[src/rtl/regfile_pkg.sv]
// Shared types and default sizing for the register-file write-back arbiter.
// Covers the register index type, the requester encoding and the default parameter values.
package regfile_pkg;

  localparam int DATA_W    = 32;
  localparam int NUM_REGS  = 32;
  localparam int ZERO_REG  = 31;
  localparam int REG_IDX_W = 5;

  typedef logic [REG_IDX_W-1:0] reg_idx_t;

  typedef enum logic {
    ALU = 1'b0,
    LD  = 1'b1
  } req_e;

endpackage

[src/rtl/regfile_scoreboard.sv]
// Pending-destination scoreboard: an issue sets a bit, a write-back clears it,
// and the block answers the operand hazard queries and reports a registered population count.
module regfile_scoreboard #(
  parameter int NUM_REGS = regfile_pkg::NUM_REGS,
  parameter int ZERO_REG = regfile_pkg::ZERO_REG
) (
  input  logic       clk_i,
  input  logic       rst_n_i,
  input  logic       issue_i,
  input  logic [4:0] issue_rc_i,
  input  logic       clr_i,
  input  logic [4:0] clr_rc_i,
  input  logic [4:0] qa_i,
  input  logic [4:0] qb_i,
  output logic       busy_a_o,
  output logic       busy_b_o,
  output logic [5:0] pending_cnt_o
);
  import regfile_pkg::*;

  localparam reg_idx_t ZERO_IDX = reg_idx_t'(ZERO_REG);

  logic [NUM_REGS-1:0] pending_q;
  logic [NUM_REGS-1:0] pending_nxt;
  logic [NUM_REGS-1:0] set_mask;
  logic [NUM_REGS-1:0] clr_mask;
  logic [5:0]          cnt_q;

  function automatic logic [5:0] popcount(input logic [NUM_REGS-1:0] v);
    logic [5:0] c;
    c = '0;
    for (int i = 0; i < NUM_REGS; i++) c = c + 6'(v[i]);
    return c;
  endfunction

  // Set is applied after clear so a same-cycle issue keeps the bit reserved.
  always_comb begin
    set_mask = '0;
    clr_mask = '0;
    if (issue_i && issue_rc_i != ZERO_IDX) set_mask[issue_rc_i] = 1'b1;
    if (clr_i) clr_mask[clr_rc_i] = 1'b1;
    pending_nxt           = (pending_q & ~clr_mask) | set_mask;
    pending_nxt[ZERO_IDX] = 1'b0;
  end

  always_ff @(posedge clk_i or negedge rst_n_i) begin
    if (!rst_n_i) begin
      pending_q <= '0;
      cnt_q     <= '0;
    end else begin
      pending_q <= pending_nxt;
      cnt_q     <= popcount(pending_q);
    end
  end

  assign busy_a_o      = pending_q[qa_i];
  assign busy_b_o      = pending_q[qb_i];
  assign pending_cnt_o = cnt_q;

endmodule

[src/rtl/regfile_wb_arbiter.sv]
// Round-robin arbiter between ALU and load write-back requests feeding a single
// register-file write port, with a destination scoreboard for hazard queries.
module regfile_wb_arbiter #(
  parameter int DATA_W   = regfile_pkg::DATA_W,
  parameter int NUM_REGS = regfile_pkg::NUM_REGS,
  parameter int ZERO_REG = regfile_pkg::ZERO_REG
) (
  input  logic              clk_i,
  input  logic              rst_n_i,
  input  logic              alu_valid_i,
  input  logic [4:0]        alu_rc_i,
  input  logic [DATA_W-1:0] alu_wd_i,
  output logic              alu_ready_o,
  input  logic              ld_valid_i,
  input  logic [4:0]        ld_rc_i,
  input  logic [DATA_W-1:0] ld_wd_i,
  output logic              ld_ready_o,
  input  logic              issue_i,
  input  logic [4:0]        issue_rc_i,
  input  logic [4:0]        qa_i,
  input  logic [4:0]        qb_i,
  output logic              busy_a_o,
  output logic              busy_b_o,
  output logic              werf_o,
  output logic [4:0]        rc_o,
  output logic [DATA_W-1:0] wd_o,
  output logic [5:0]        pending_cnt_o
);
  import regfile_pkg::*;

  localparam reg_idx_t ZERO_IDX = reg_idx_t'(ZERO_REG);

  req_e              rr_ptr;
  logic              contest_p0;
  logic              xfer_p0;
  reg_idx_t          rc_p0;
  logic [DATA_W-1:0] wd_p0;
  logic              werf_p1;
  reg_idx_t          rc_p1;
  logic [DATA_W-1:0] wd_p1;

  // Stage p0: combinational grant and write-data select
  always_comb begin
    contest_p0  = alu_valid_i && ld_valid_i;
    alu_ready_o = alu_valid_i && (!ld_valid_i || rr_ptr == ALU);
    ld_ready_o  = ld_valid_i && (!alu_valid_i || rr_ptr == LD);
    xfer_p0     = alu_ready_o || ld_ready_o;
    rc_p0       = ld_ready_o ? ld_rc_i : alu_rc_i;
    wd_p0       = ld_ready_o ? ld_wd_i : alu_wd_i;
  end

  // Stage p1: registered write port; zero-register writes are accepted but never strobed
  always_ff @(posedge clk_i or negedge rst_n_i) begin
    if (!rst_n_i) begin
      rr_ptr  <= LD;
      werf_p1 <= 1'b0;
      rc_p1   <= '0;
      wd_p1   <= '0;
    end else begin
      if (contest_p0) rr_ptr <= (rr_ptr == ALU) ? LD : ALU;
      werf_p1 <= xfer_p0 && (rc_p0 != ZERO_IDX);
      if (xfer_p0) begin
        rc_p1 <= rc_p0;
        wd_p1 <= wd_p0;
      end
    end
  end

  assign werf_o = werf_p1;
  assign rc_o   = rc_p1;
  assign wd_o   = wd_p1;

  regfile_scoreboard #(
    .NUM_REGS (NUM_REGS),
    .ZERO_REG (ZERO_REG)
  ) u_scoreboard (
    .clk_i         (clk_i),
    .rst_n_i       (rst_n_i),
    .issue_i       (issue_i),
    .issue_rc_i    (issue_rc_i),
    .clr_i         (werf_p1),
    .clr_rc_i      (rc_p1),
    .qa_i          (qa_i),
    .qb_i          (qb_i),
    .busy_a_o      (busy_a_o),
    .busy_b_o      (busy_b_o),
    .pending_cnt_o (pending_cnt_o)
  );

endmodule

[config.mk]
export PLATFORM = sky130hd
export DESIGN_NAME = regfile_wb_arbiter
export DESIGN_NICKNAME = d
export VERILOG_FILES = /design/src/rtl/regfile_pkg.sv /design/src/rtl/regfile_scoreboard.sv /design/src/rtl/regfile_wb_arbiter.sv
export SDC_FILE = /design/constraint.sdc
export NUM_CORES = 1
export LEC_CHECK = 0
export BUFFER_PORTS_ARGS = -buffer_cell sky130_fd_sc_hd__buf_2
export CORE_ASPECT_RATIO = 1.1
export CORE_MARGIN = 1.5
export CORE_UTILIZATION = 50
export DETAILED_ROUTE_END_ITERATION = 8
export PLACE_DENSITY = 0.76
export SYNTH_ARGS = -nofsm -noshare
export SYNTH_HDL_FRONTEND = slang
export SYNTH_SLANG_ARGS = --single-unit
[constraint.sdc]
create_clock -name clk_i -period 6.6 [get_ports clk_i]
set_clock_uncertainty 0.15 [all_clocks]
set_input_delay 0.33 -clock clk_i [delete_from_list [all_inputs] [get_ports clk_i]]
set_output_delay 0.33 -clock clk_i [all_outputs]
set_load 0.05 [all_outputs]
After elaboration in Yosys (flattened, before gate mapping)
Index checks and enable logic that the tools add are counted.
{"block": "op_classes", "add_sub_neg": 30, "mul": 0, "div_mod_pow": 0, "magnitude_cmp": 6, "eq_ne": 2, "n_shift": 0, "mux": 13, "bitwise": 4, "reduce_logical": 12}
{"cell": "6-bit by 1-bit adder with 6-bit output", "count": 29}
{"cell": "31-bit 2-to-1 mux", "count": 2}
{"cell": "32-bit 2-to-1 mux", "count": 1}
{"cell": "31-bit bitwise AND", "count": 1}
{"cell": "31-bit inverter", "count": 1}
{"cell": "31-bit bitwise OR", "count": 1}
{"cell": "5-bit by 6-bit less-than comparator with 1-bit output (second input constant)", "count": 4}
{"cell": "1-bit binary-select mux with 5-bit select", "count": 2}
{"cell": "1-bit demux with 5-bit select", "count": 2}
{"cell": "5-bit by 1-bit greater-or-equal comparator with 1-bit output (second input constant)", "count": 2}
{"cell": "5-bit inequality test (second input constant)", "count": 2}
{"cell": "1-bit logical AND", "count": 7}
{"cell": "1-bit 2-to-1 mux", "count": 5}
{"cell": "5-bit 2-to-1 mux", "count": 1}
{"cell": "1-bit logical OR", "count": 3}
{"cell": "1-bit by 1-bit adder with 2-bit output", "count": 1}
{"cell": "1-bit logical NOT", "count": 2}
{"cell": "1-bit inverter", "count": 1}
{"block": "totals", "regBits": 76, "latchBits": 0, "mem_bits_rw": 0, "rom_bits": 0, "in_bits": 94, "out_inout_bits": 48, "elab_cells": 73, "memories": 0}

Longest topological paths before layout
{"block": "logic_depth", "ltp_word": 30, "mapped_depth": 17, "mapped_depth_nobuf": 17}

Modules after synthesis
Synthesis repeated with hierarchy kept, for this count alone.
{"block": "unflattened", "hier_cells": 500, "hier_area_um2": 5022.3}
{"module": "regfile_scoreboard", "n_inst": 1, "cells_per_inst": 281, "area_per_inst_um2": 2811.4, "seq_area_each_um2": 925.9}
{"module": "regfile_wb_arbiter", "n_inst": 1, "cells_per_inst": 219, "area_per_inst_um2": 2210.9, "seq_area_each_um2": 977.2}

Least setup slack after synthesis
Ideal clock, no wire load.
{"block": "synth_timing", "path_kind": "reg-to-reg", "start": "register u_scoreboard.pending_q[0]", "end": "register u_scoreboard.cnt_q[5], in the netlist u_scoreboard.pending_cnt_o[5]", "setup_time_ns": 0.119, "arrival_time_ns": 4.605, "setup_slack_ns": 1.726, "stages_incl_launch_ff": 17, "path_buffers": 0, "synth_period_minus_slack_ns": 4.874, "path_cell_list": "dfrtp_1 -> ha_1 -> inv_1 -> fa_1 -> fa_1 -> inv_1 -> fa_1 -> fa_1 -> fa_1 -> inv_1 -> fa_1 -> inv_1 -> ha_1 -> a21o_1 -> a21oi_1 -> nor2b_1 -> o21a_1"}
{"block": "synth_between", "elab_chain_cells": 30}
{"element": "start: declaration", "line": "regfile_scoreboard.sv:23", "text": "logic [NUM_REGS-1:0] pending_q;"}
{"element": "start signal: assignment", "line": "regfile_scoreboard.sv:51", "text": "pending_q <= pending_nxt;"}
{"element": "1-bit by 1-bit adder with 2-bit output", "line": "regfile_scoreboard.sv:32", "text": "for (int i = 0; i < NUM_REGS; i++) c = c + 6'(v[i]);"}
{"element": "6-bit by 1-bit adder with 6-bit output (29 in a row)", "line": "regfile_scoreboard.sv:32"}
{"element": "end signal: assignment", "line": "regfile_scoreboard.sv:52", "text": "cnt_q <= popcount(pending_q);"}
{"element": "end: declaration", "line": "regfile_scoreboard.sv:27", "text": "logic [5:0] cnt_q;"}
Every way passes these cells.
A chain may end at the register's enable or synchronous reset.

Worst setup path in the final report
{"block": "layout_timing", "start": "register u_scoreboard.pending_q[1]", "end": "register u_scoreboard.cnt_q[5], in the netlist u_scoreboard.pending_cnt_o[5]"}
The elaborated chain is that of the path after synthesis.

==> implementation parameters <==
Parameter                              Value

Yosys
  Syn avg cell area    9.30 sq um
  Count of warnings emitted by yosys    0
  Net count after synthesis    657
  Sequential element share of the synthesized area    38.6%
  Post-synthesis cell type with the largest combined area    sky130_fd_sc_hd__dfrtp_1
  Number of instances in the synthesized netlist    531
  Most frequently used flop master after synthesis    sky130_fd_sc_hd__dfrtp_1
  Share of synthesized flip-flops with an asynchronous set or reset    100%
  Largest cells by area after synthesis    sky130_fd_sc_hd__dfrtp_1 (38%), sky130_fd_sc_hd__mux2i_1 (10%), sky130_fd_sc_hd__fa_1 (9.3%)
  Number of distinct library cells after synthesis    35
  Number of flops mapped to enable cells by yosys    0
  Synthesized cell area    0.00494 sq mm
  Number of flip-flops and latches in the synthesized netlist    76
  Fraction of synthesized cell area taken by the top area cell type    38.0%

Critical path
  Max stage delay on crit path    0.59 ns
  Cell with the largest stage delay on the worst path    sky130_fd_sc_hd__fa_1
  Crit path launch type    register
  CP arrival    5.15 ns
  FF-to-FF setup slack    1.54 ns
  Class of the most critical setup path    register to register
  Timing startpoint of the critical path    u_scoreboard.pending_q[1]
  Number of cell instances on the worst register-to-register path    16
  Most common cell on crit path    sky130_fd_sc_hd__fa_1
  Data required time at the worst endpoint    6.68 ns
  Critical Path End    u_scoreboard.pending_cnt_o[5]
  Worst-path maximum fanout    4
  Critical register-to-register path startpoint    u_scoreboard.pending_q[1]
  Reg-to-reg critical path endpoint    u_scoreboard.pending_cnt_o[5]
  Critical path, cell by cell    ha_1 > inv_1 > fa_1 > fa_1 > inv_1 > fa_1 > fa_1 > fa_1 > inv_1 > fa_1 > inv_1 > ha_1 > a21o_1 > a21oi_1 > nor2b_1 > o21a_1
  Endpoint kind of the worst setup timing path    register

Drt
  Via-per-instance ratio    5.69
  First DRT Iteration DRCs    330
  Antenna violation net count after detailed routing    0
  Wire length per cell    16.2 um
  Remaining DRCs    0
  DRT Wirelength    12500 um
  Total via count in the routed design    4412
  DR pass1 iterations    6

Global routing
  Number of global-route vias before repair    4360
  Global route total overflow    0
  Global-route wire length before repair    20900 um
  GRT Resource Usage Total    24.8%
  Antenna violations before repair    0
  Pin count of the biggest net entering global routing    77

Die
  Number of placement rows    37
  Vertical die dimension    107 um
  Starting Density    52.0%
  Core ar.    0.00949 sq mm
  Area enclosed by the die boundary    0.0105 sq mm
  Number of top-level pins    142
  Horiz. Die Dim    97.7 um

STA
  Slew Viols, Final    0
  Pin slew with the least headroom to its limit    1.11 ns
  Final setup TNS    0 ns
  F_max    198 MHz
  Period minus WS final    5.06 ns
  Hold WS    -0.0327 ns
  Final cycle utilization of the critical path    76.7%
  RSZ-0062 raised after global routing    no
  Final Hold Viols    10
  Remaining max-slew budget at the tightest pin    25.9%
  Setup violation total in the final timing report    0

Clock network
  Clk Tree Root Cell    sky130_fd_sc_hd__clkbuf_8
  Clock tree from TritonCTS    done
  Number of buffers added by the clock tree synthesis step    9
  Number of hold-repair buffers added at the cts stage    0
  Source-to-sink clock delay at the later pin of the worst-skew pair    0.34 ns
  Register clock-pin slew on the reported worst setup and hold paths    0.08 ns
  CTS-repair resized insts    0
  H-tree levels    3
  Post-CTS Setup Repair Bufs    0
  Worst-case clock buffer depth    2
  Clock sink count    76

Layout
  Final design utilization    61.9%
  Area taken by multi-input logic gates    0.00272 sq mm
  Most common cell after layout, fill and taps aside    sky130_fd_sc_hd__buf_2
  Antenna diode count    0
  Post-route cell area    0.00587 sq mm
  # nets final    780
  Fill cell total of the finished layout    805
  Share of layout cells above drive strength 1    26.1%
  Top library cells by usage in the layout, fill and taps aside    sky130_fd_sc_hd__buf_2 (140), sky130_fd_sc_hd__dfrtp_1 (75), sky130_fd_sc_hd__o21ai_0 (65)
  Sequential cell area    0.00190 sq mm
  Layout area overhead    19.0%

Placed design
  HPWL reported at the end of detailed placement    9330 um
  Gpl congestion    0.916
  Area after detailed placement    0.00568 sq mm
  Number of buffers inserted by port buffering    141

Min path
  Type of the most critical hold path    input port to async pin

Status
  Result of the run    finished with violations
  Violated checks    hold timing

Job
  Max cap viols    0
-- cell usage after synthesis, types with 9 or more instances --
cell type and n:
sky130_fd_sc_hd__a21oi_1 41, sky130_fd_sc_hd__buf_2 13, sky130_fd_sc_hd__clkbuf_1 13, sky130_fd_sc_hd__dfrtp_1 75, sky130_fd_sc_hd__fa_1 23, sky130_fd_sc_hd__ha_1 9, sky130_fd_sc_hd__inv_1 49, sky130_fd_sc_hd__mux2i_1 51
sky130_fd_sc_hd__nand2_1 42, sky130_fd_sc_hd__nand3_1 42, sky130_fd_sc_hd__nand3b_1 12, sky130_fd_sc_hd__nor2_1 46, sky130_fd_sc_hd__o21ai_0 65
-- critical path: cells and delay by family, from the launching register on --
kind                       cells  cell delay, ns
adders and majority gates      8            3.51
and+or+nand+nor                1            0.08
buffers and inverters          4            0.23
DFF                            1            0.43
AOI/OAI and AO/OA              3            0.56
-- sequential cells by signal, indices dropped and copies added, names as in the netlist --
name	cells
u_scoreboard.pending_q	31
werf_o	1
rc_o	5
wd_o	32
u_scoreboard.pending_cnt_o	6
rr_ptr	1
-- worst min-delay path by stage --
stage,endpoint,startpoint,cells after the start
after global routing,wd_o[2],alu_wd_i[2],3
after floorplan,rc_o[0],rst_n_i,0
after detailed placement,rc_o[0],rst_n_i,1
final,rc_o[0],rst_n_i,1
after CTS,wd_o[4],rst_n_i,1
after global placement,rc_o[0],rst_n_i,1
-- metal layers --
| metal | routed length, um | up-vias | global-route usage, % |
|---|---|---|---|
| met1 | 5170 | 2136 | 32.4 |
| met2 | 6210 | 184 | 41.0 |
| met5 | 0 | - | 0 |
| met4 | 235 | 0 | 8.37 |
| li1 | - | 2071 | - |
| met3 | 916 | 21 | 5.61 |
-- through the flow --
stage                     instances  setup WS, ns
after floorplan                 531          1.73
after global placement          760          1.64
after detailed placement        760          1.53
after CTS                       776          1.52
after global routing            776          1.25
final                           776          1.54
-- cell families after synthesis --
logic type	synth area share [%]
xor gates and xnor gates	0.710
muxes	14.4
DFF	38.6
AOI/OAI and AO/OA	13.1
buffers and inverters	6.57
adders and majority gates	11.6
and+or+nand+nor	15.1
-- final cells by class --
| class | count | share of cell area (%) |
|---|---|---|
| Multi-Input combinational cell | 375 | 46.3 |
| Sequential cell | 76 | 32.4 |
| Timing Repair Buffer | 143 | 12.3 |
| Inverter | 49 | 3.13 |
| Tap cell | 117 | 2.49 |
| Clock buffer | 9 | 2.11 |
| Clock inverter | 7 | 1.26 |
Power is left out: the tool's default activity adds up to more than one toggle a clock period on the data nets, which glitch-free logic cannot reach.
